### config.mk
export PLATFORM = sky130hd
export DESIGN_NAME = reg_xfer_ctrl
export DESIGN_NICKNAME = d
export VERILOG_FILES = /design/src/rtl/reg_xfer_ctrl.sv
export SDC_FILE = /design/constraint.sdc
export NUM_CORES = 1
export LEC_CHECK = 0
export CORE_ASPECT_RATIO = 0.5
export CORE_MARGIN = 2
export CORE_UTILIZATION = 52
export CTS_CLUSTER_SIZE = 30
export DETAILED_ROUTE_END_ITERATION = 8
export PLACE_DENSITY_LB_ADDON = 0.05
export SLEW_MARGIN = 20
export SYNTH_ARGS = -nofsm -noshare
export SYNTH_HDL_FRONTEND = slang
export SYNTH_SLANG_ARGS = --single-unit
### constraint.sdc
create_clock -name clk -period 4 [get_ports clk]
set_input_delay 0.6 -clock clk [delete_from_list [all_inputs] [get_ports clk]]
set_output_delay 0.6 -clock clk [all_outputs]
set_load 0.1 [all_outputs]
### src/rtl/reg_xfer_ctrl.sv
`default_nettype none
// +----------------------------------------------------------------------------+
// | Module      : reg_xfer_ctrl                                                |
// | Description : Register-to-register block copy controller. Copies len words |
// |               from a register file starting at src to a region starting at |
// |               dst, one word at a time (read, then write). Addresses wrap   |
// |               mod 32. Keeps a mod-256 checksum of the words copied.        |
// | Ports       : clk, rst (async, active-low)                                 |
// |               start/abort/src/dst/len  - transfer control and parameters   |
// |               busy/done/checksum       - transfer status                   |
// |               fr_raddr/fr_rdata        - register-file read port           |
// |               fr_we/fr_waddr/fr_wdata  - register-file write port          |
// | Revision    : 1.0 - initial release                                        |
// +----------------------------------------------------------------------------+
module reg_xfer_ctrl (
  input  logic       clk,
  input  logic       rst,
  input  logic       start,
  input  logic       abort,
  input  logic [4:0] src,
  input  logic [4:0] dst,
  input  logic [5:0] len,
  output logic       busy,
  output logic       done,
  output logic [7:0] checksum,
  output logic [4:0] fr_raddr,
  input  logic [7:0] fr_rdata,
  output logic       fr_we,
  output logic [4:0] fr_waddr,
  output logic [7:0] fr_wdata
);

  localparam logic [1:0] S_IDLE = 2'd0;
  localparam logic [1:0] S_RD   = 2'd1;
  localparam logic [1:0] S_WR   = 2'd2;
  localparam logic [1:0] S_FIN  = 2'd3;

  logic [1:0] state_q,    state_d;
  logic [4:0] cur_src_q,  cur_src_d;
  logic [4:0] cur_dst_q,  cur_dst_d;
  logic [5:0] rem_q,      rem_d;
  logic [7:0] buffer_q,   buffer_d;
  logic [7:0] checksum_q, checksum_d;

  // State and datapath registers
  always_ff @(posedge clk or negedge rst) begin
    if (!rst) begin
      state_q    <= S_IDLE;
      cur_src_q  <= 5'd0;
      cur_dst_q  <= 5'd0;
      rem_q      <= 6'd0;
      buffer_q   <= 8'd0;
      checksum_q <= 8'd0;
    end else begin
      state_q    <= state_d;
      cur_src_q  <= cur_src_d;
      cur_dst_q  <= cur_dst_d;
      rem_q      <= rem_d;
      buffer_q   <= buffer_d;
      checksum_q <= checksum_d;
    end
  end

  // Next-state and datapath update
  always_comb begin
    state_d    = state_q;
    cur_src_d  = cur_src_q;
    cur_dst_d  = cur_dst_q;
    rem_d      = rem_q;
    buffer_d   = buffer_q;
    checksum_d = checksum_q;
    case (state_q)
      S_IDLE: begin
        // abort has no effect here; start alone decides
        if (start) begin
          checksum_d = 8'd0;
          if (len != 6'd0) begin
            cur_src_d = src;
            cur_dst_d = dst;
            rem_d     = len;
            state_d   = S_RD;
          end else begin
            state_d   = S_FIN;
          end
        end
      end
      S_RD: begin
        if (abort) begin
          state_d = S_IDLE;
        end else begin
          buffer_d = fr_rdata;
          state_d  = S_WR;
        end
      end
      S_WR: begin
        // An aborted write is not counted: checksum covers completed words only
        if (abort) begin
          state_d = S_IDLE;
        end else begin
          checksum_d = checksum_q + buffer_q;
          cur_src_d  = cur_src_q + 5'd1;
          cur_dst_d  = cur_dst_q + 5'd1;
          rem_d      = rem_q - 6'd1;
          state_d    = (rem_q == 6'd1) ? S_FIN : S_RD;
        end
      end
      default: begin
        state_d = S_IDLE;
      end
    endcase
  end

  // Outputs
  always_comb begin
    busy     = (state_q == S_RD) || (state_q == S_WR);
    done     = (state_q == S_FIN);
    // abort gates the write combinationally in the same cycle
    fr_we    = (state_q == S_WR) && !abort;
    fr_raddr = cur_src_q;
    fr_waddr = cur_dst_q;
    fr_wdata = buffer_q;
    checksum = checksum_q;
  end

endmodule
`default_nettype wire
==> flow_summary.ini <==
[yosys]
synth_enable_flop_cells = 0
yosysSeqAreaShare_pct = 41.90
synthArstFlopShare_pct = 100.0
synthesis.nets = 249
syn_inst = 205
yosysWarningCount = 0
synthTopCellsByArea = dfrtp_1 (42%), ha_1 (9.2%), mux2_2 (5.0%)
synth_top_cell_by_area = dfrtp_1
yosys_most_used_dff = dfrtp_1
ys_types = 40
synth.top_cells.by_count = dfrtp_1 (34), nand2_1 (21), o21ai_0 (18)
yosysMostFrequentCell = dfrtp_1
ys_seq_elements = 34
yosysTopAreaCellShare_pct = 41.90
netlist_area_sq_um = 2031
synth_area_per_cell_sq_um = 9.906

[routing]
drcViolationCount = 0
drt_iter0_markers = 62
vias_per_cell = 5.720
ant_nets = 0
via_count = 1796
drtPass1Iterations = 4
routedWlPerCell_um = 15.12
postRouteWirelength_mm = 4.748

[timing]
finalCritPeriodShare_pct = 69.67
rsz0062_at_grt = no
slew_viol_final = 0
worstMarginPinSlew_ns = 0.9778
finalHoldViolations = 0
maxSlewHeadroom_pct = 34.61
fmaxAchievable_mhz = 358.8
skew_ns = 0.005528
setup_violations = 0
finalSetupTns_ns = 0
fin_crit_ns = 2.787

[cells_and_area]
n_fill_cell = 247
post-route-util_pct = 75.57
nets = 306
layout-drive-gt1-share_pct = 10.27
regArea_sq_um = 850.8
area_growth_pct = 33.40
multi_input_area_sq_um = 1104
n_antenna_cell = 0

[grt]
grt_max_degree = 35
grt_pass1_wl_mm = 7.935
grt_pass1_vias = 1733
antenna_found_initial = 0
grt_usage_pct = 23.66
gr-total-overflow = 0

[outcome]
status = completed

[critical_path]
crit_arrival_ns = 2.19
crit_type = register to primary output
regToRegStartpoint = state_q[0]$_DFFE_PN0N_
crit_required_ns = 3.40
endpoint_kind = primary output
worstPathMaxFanout = 4
startpoint = state_q[1]$_DFFE_PN0N_
start_kind = register

[die]
die_area_sq_um = 4452
initial_core_util_pct = 56.65
die_y_um = 48.19
core_sq_um = 3585
die_w_um = 92.38
num_io_pins = 57
rows = 15

[clock_tree]
cts-hold-fix-buffers = 0
cts_tree = built
clock_path_buffers = 2
clk_pin_slew_ns = 0.07
clk-insertion-delay-late_ns = 0.29
h-tree-depth = 2
postCtsResizedCells = 0
numCtsBuffers = 5
cts_sinks = 34
cts_setup_buffers = 0
ctsRootBufferMaster = clkbuf_8

[place]
portBuffers = 56
gp_congestion = 0.8228
hpwl_mm = 3.500

[job]
cap_violations = 0

[hold_path]
hold_path_class = register to register
hold_start = checksum[2]$_DFFE_PN0P_
-- cells by family after synthesis --
group           count (synthesis)  synth area share [%]
xor+xnor                        5                 2.157
simple gates                   57                 13.62
fa+ha+maj                      16                 10.23
buf+inv                        16                 3.758
compound gates                 65                 21.87
flops                          34                 41.90
mux                            12                 6.470
-- per-layer routing --
layer / wire length, um / track usage [%] / up-vias
met3: 224 / 6.337 / 11
met1: 2219 / 29.19 / 857
met5: 0 / 0 / -
met2: 2243 / 41.61 / 52
met4: 62 / 10.15 / 0
li1: - / - / 876
-- through the flow --
stage / setup WS [ns] / cells / hold WS [ns] / instance area [sq um]
detailed placement: 1.338 / 306 / 0.5230 / 2618
CTS: 1.198 / 314 / 0.5413 / 2709
global placement: 1.482 / 306 / 0.4919 / 2618
finish: 1.213 / 314 / 0.5346 / 2709
floorplan: 1.667 / 205 / 0.3044 / 2031
global route: 1.035 / 314 / 0.5617 / 2709
-- registers in the layout (all words and copies together), names as in the netlist --
register  cells
checksum      8
fr_wdata      8
rem_q         6
fr_raddr      5
fr_waddr      5
state_q       2
-- critical path, stage by stage, from the launching register on --
cell	delay [ns]
dfrtp_1	0.42
inv_1	0.09
ha_1	0.27
clkdlybuf4s50_1	1.12
-- final timing paths --
check / to / slack, ns / cells past startpoint
max in group asynchronous: fr_raddr[0]$_DFFE_PN0P_ / 2.95 / 2
setup reg to reg: rem_q[1]$_DFFE_PN0P_ / 1.32 / 6
hold / removal: checksum[2]$_DFFE_PN0P_ / 0.53 / 2
setup / recovery: busy / 1.21 / 3
hold reg to reg: checksum[2]$_DFFE_PN0P_ / 0.53 / 2
min in group asynchronous: checksum[6]$_DFFE_PN0P_ / 0.73 / 2
-- cell type report --
class                   instances  share of cell area (%)
inverters                       9                   1.247
repair buffers                 57                   20.88
clock buffers                   7                   3.187
multi-input cells             155                   40.74
flip-flops and latches         34                   31.41
clock inverters                 1                  0.1848
well taps                      51                   2.356
-- placed cells by master (no fill, tap or decap), types with 6 or more instances in the layout --
cell             Yosys  layout
ha_1                15      15
inv_1                9       9
o221a_2              6       6
nor3_1               8       8
mux2_2               9       9
nand2_1             21      21
a21oi_1             10      10
clkdlybuf4s50_1      0      55
nor2_1               8       8
dfrtp_1             34      34
clkbuf_8             0       6
o21ai_0             18      18
Power is not shown: default switching activity piles up to over one toggle a cycle in this logic, so the estimate is an artifact.
